`config.mk`:
```
export PLATFORM = sky130hd
export DESIGN_NAME = cdb_arbiter
export DESIGN_NICKNAME = d
export VERILOG_FILES = /design/src/rtl/cdb_arbiter.sv
export SDC_FILE = /design/constraint.sdc
export NUM_CORES = 1
export LEC_CHECK = 0
export ABC_AREA = 1
export CAP_MARGIN = 20
export CORE_ASPECT_RATIO = 1.25
export CORE_MARGIN = 10
export CORE_UTILIZATION = 36
export DETAILED_ROUTE_END_ITERATION = 8
export PLACE_DENSITY = 0.91
export SLEW_MARGIN = 25
export SYNTH_ARGS = -nofsm -noshare
export SYNTH_HDL_FRONTEND = slang
export SYNTH_SLANG_ARGS = --single-unit
export TNS_END_PERCENT = 50
```
`constraint.sdc`:
```
create_clock -name clk -period 3.2 [get_ports clk]
set_input_delay 0.64 -clock clk [delete_from_list [all_inputs] [get_ports clk]]
set_output_delay 0.64 -clock clk [all_outputs]
set_load 0.005 [all_outputs]
```
`src/rtl/cdb_arbiter.sv`:
```
// Round-robin arbiter for the shared common data bus.
// One registered broadcast slot with ready/valid on both sides.
module cdb_arbiter #(
  parameter int NUM_UNITS   = 4,
  parameter int RS_ID_WIDTH = 5,
  parameter int DATA_WIDTH  = 32,
  localparam int IW = $clog2(NUM_UNITS)
) (
  input  logic                              clk,
  input  logic                              rst,
  input  logic [0:NUM_UNITS-1]              unit_valid,
  output logic [0:NUM_UNITS-1]              unit_ready,
  input  logic [0:NUM_UNITS*RS_ID_WIDTH-1]  unit_rs_id,
  input  logic [0:NUM_UNITS*DATA_WIDTH-1]   unit_value,
  output logic                              cdb_valid,
  input  logic                              cdb_ready,
  output logic [0:RS_ID_WIDTH-1]            cdb_rs_id,
  output logic [0:DATA_WIDTH-1]             cdb_value,
  output logic [0:IW-1]                     cdb_unit
);

  localparam logic [IW:0]   NU   = (IW+1)'(NUM_UNITS);
  localparam logic [IW-1:0] LAST = IW'(NUM_UNITS - 1);

  logic                   r_cdb_valid;
  logic [0:RS_ID_WIDTH-1] r_cdb_rs_id;
  logic [0:DATA_WIDTH-1]  r_cdb_value;
  logic [IW-1:0]          r_cdb_unit;
  logic [IW-1:0]          r_prio;

  logic                   w_load;
  logic                   w_found;
  logic                   w_grant;
  logic [IW:0]            w_sum;
  logic [IW-1:0]          w_gnt_idx;
  logic [0:RS_ID_WIDTH-1] w_rs_id;
  logic [0:DATA_WIDTH-1]  w_value;

  assign w_load  = !r_cdb_valid || cdb_ready;
  assign w_grant = w_load && w_found && !rst;

  // Scan from r_prio upward, wrapping; first valid unit wins.
  always_comb begin
    w_found   = 1'b0;
    w_gnt_idx = '0;
    w_sum     = '0;
    for (int k = 0; k < NUM_UNITS; k++) begin
      w_sum = {1'b0, r_prio} + (IW+1)'(k);
      if (w_sum >= NU) w_sum = w_sum - NU;
      if (!w_found && unit_valid[w_sum[IW-1:0]]) begin
        w_found   = 1'b1;
        w_gnt_idx = w_sum[IW-1:0];
      end
    end
  end

  always_comb begin
    w_rs_id    = '0;
    w_value    = '0;
    unit_ready = '0;
    for (int i = 0; i < NUM_UNITS; i++) begin
      if (w_gnt_idx == IW'(i)) begin
        w_rs_id       = unit_rs_id[i*RS_ID_WIDTH +: RS_ID_WIDTH];
        w_value       = unit_value[i*DATA_WIDTH +: DATA_WIDTH];
        unit_ready[i] = w_grant;
      end
    end
  end

  always_ff @(posedge clk) begin
    if (rst) begin
      r_cdb_valid <= 1'b0;
      r_cdb_rs_id <= '0;
      r_cdb_value <= '0;
      r_cdb_unit  <= '0;
      r_prio      <= '0;
    end else if (w_load) begin
      r_cdb_valid <= w_grant;
      if (w_grant) begin
        r_cdb_rs_id <= w_rs_id;
        r_cdb_value <= w_value;
        r_cdb_unit  <= w_gnt_idx;
        r_prio      <= (w_gnt_idx == LAST) ? '0 : w_gnt_idx + 1'b1;
      end
    end
  end

  assign cdb_valid = r_cdb_valid;
  assign cdb_rs_id = r_cdb_rs_id;
  assign cdb_value = r_cdb_value;
  assign cdb_unit  = r_cdb_unit;

endmodule

```
==> metrics.txt <==
share of layout cells above drive strength 1=7.61%; synthesized area=2960 µm²; Hold Buf Count CTS=0; measured slew at the worst slew-check pin=727 ps; Initial Util=37.4%; Initial DRC Count=176; asr flop ratio synth=0%; Tmin final=3200 ps; post-synth net total=665; fin. max-slew vios=0; max-cap violations=0; port buffer count=198; I/O pin cnt=199; DRC=0; routed vias=4067; CP required=2560 ps; CTS tree=done; first-pass GRT wire length=19.3 mm; synth top area cells=nand2_1, dfxtp_1, o21ai_0, nand3_1, a21oi_1; Layout area overhead=73.8%; Longest Clk Path Bufs=2; run status=complete, no violations; CP Class=input port to output pin; clk slew on worst S/H paths=70 ps; largest net degree at the start of global routing=75; Die X=101 µm; drt pass-1 iters=5; Critical Path Start Type=input port; vias per cell=5.14; diode count=0; Post-synth EDFFs=0; Cells after Synth=506; CTS sink cnt=42; Fin Clk Skew=7.71 ps; CP Data Arrival Time=2560 ps; Die Ht=121 µm; most numerous cell in the Yosys netlist=nand2_1; fin area=5150 µm²; GRT Util Overall=18.9%; Ys Warns=0; critical path endpoint category=output pin; routability cong.=0.898; CTS buffer count=5; worst hold slack=465 ps; Fmax=313 MHz; area share of the largest cell type after synthesis=28.7%; filler cell count=693; # H-tree levels=2; Routed WL=12.9 mm; top cells by instance count after synthesis=nand2_1, o21ai_0, nand3_1; Antenna Nets Post-Route=0; Core Box Area=7930 µm²; Final Setup Violations=0; number of global-route vias before repair=4137; DP Area=5010 µm²; reported leakage power=0.00229 µW; Clock Latency Late Sink=290 ps; Synth area leader=nand2_1; synthesized flop and latch total=42; WL per Instance=16.2 µm; Cell Rows=36; Setup TNS=0 ps; Worst VDD drop=0.000740 V; Worst slew margin=51.5%; final net count=855; Die ar.=12300 µm²; CP Max Fanout=3; grt ovf=0; Clock Root Buffer=clkbuf_8; fin crit share=99.9%; final hold viol count=0; Avg Cell Area, Syn=5.86 µm²; Hold Path Class=flop to flop; initial antenna violation count=0; P per Cell Area=934 nW/µm²; Top FF cell, synth=dfxtp_1; post-synth cell types=26; sequential share of the synthesized area=28.4%; setup repair after global routing missed its margin=true; dpl hpwl=9.93 mm
registers in the layout, summed over array words and instances, names as in the netlist:
| register | flops |
|---|---|
| cdb_value | 32 |
| cdb_unit | 2 |
| cdb_rs_id | 5 |
| r_prio | 2 |
| cdb_valid | 1 |
routing by layer:
layer  share of wire [%]  global-route usage, %  vias to the layer above
li1                    -                      -                     2016
met5                   0                      0                        -
met3                 9.4                   6.95                       43
met2                  54                   35.3                      199
met4                 3.7                   8.99                        0
met1                  33                   17.4                     1809
what timing repair did:
action,CTS,global route
setup buffers,0,1
pin swaps,1,4
cloned,0,2
endpoints found under the setup margin,5,41
gates resized for setup,10,24
endpoints found under the hold margin,0,0
final timing paths:
check | slack, ps | to | from | depth (start not counted)
worst min-delay path | 470 | cdb_value[3] | cdb_value[3] | 2
worst max-delay path | 3 | unit_ready[3] | unit_valid[1] | 13
worst min register to register | 470 | cdb_value[3] | cdb_value[3] | 2
worst max register to register | 280 | cdb_value[20] | r_prio[0] | 20
layout by cell type (no fill, tap or decap), drive strengths merged:
cell type      instances
dlymetal6s2s           1
nor2                   8
a21oi                 38
nand3b                 1
inv                   19
buf                   20
o21ai                 77
nand3                 48
nand4                  1
dfxtp                 42
clkbuf                10
ha                     4
nand2                232
clkdlybuf4s50        193
dlygate4sd2            2
critical path, cell delays in order:
cell             delay [ps]
clkdlybuf4s50_1         500
inv_2                    50
nand2_1                  70
nand2_1                  60
o21ai_2                 190
nand2_1                 110
nand3_1                 130
nand3_2                 130
inv_2                   100
ha_2                    180
inv_1                    40
nor2_1                  100
dlygate4sd2_1           250
cells by family (layout without fill, tap and decap cells):
group	Yosys count	after routing	synth area share, %
AO/OA/AOI/OAI	115	115	19.5
adder cells (fa/ha/maj)	4	4	1.69
AND/OR/NAND/NOR	290	290	40.9
flip-flops	42	42	28.4
buffers and inverters	55	245	9.46
power by group:
part / switching (µW) / leakage, µW / internal (µW) / total, µW
Clock: 165 / 0.0000383 / 150 / 316
Combinational: 2110 / 0.00191 / 1580 / 3690
Sequential: 96.5 / 0.000348 / 713 / 809
Total: 2370 / 0.00229 / 2440 / 4810
through the flow:
stage	total power (µW)	worst slack, ps	util, %	cells
6_report	4810	3.22	65.0	791
5_1_grt	5320	-50.8	65.0	791
4_1_cts	4640	2.98	64.3	788
3_5_place_dp	4310	-323	63.2	781
3_3_place_gp	4120	-181	63.2	781
2_1_floorplan	3050	283	-	506
final cells by class:
class | instances | area (µm²) | area share [%]
inverters | 19 | 76.3 | 1.48
repair buffers | 219 | 2170 | 42.0
flip-flops and latches | 42 | 841 | 16.3
multi-input cells | 409 | 1870 | 36.4
well taps | 95 | 119 | 2.31
clock buffers | 7 | 76.3 | 1.48
No activity file was read; power rests on OpenSTA's default activity.
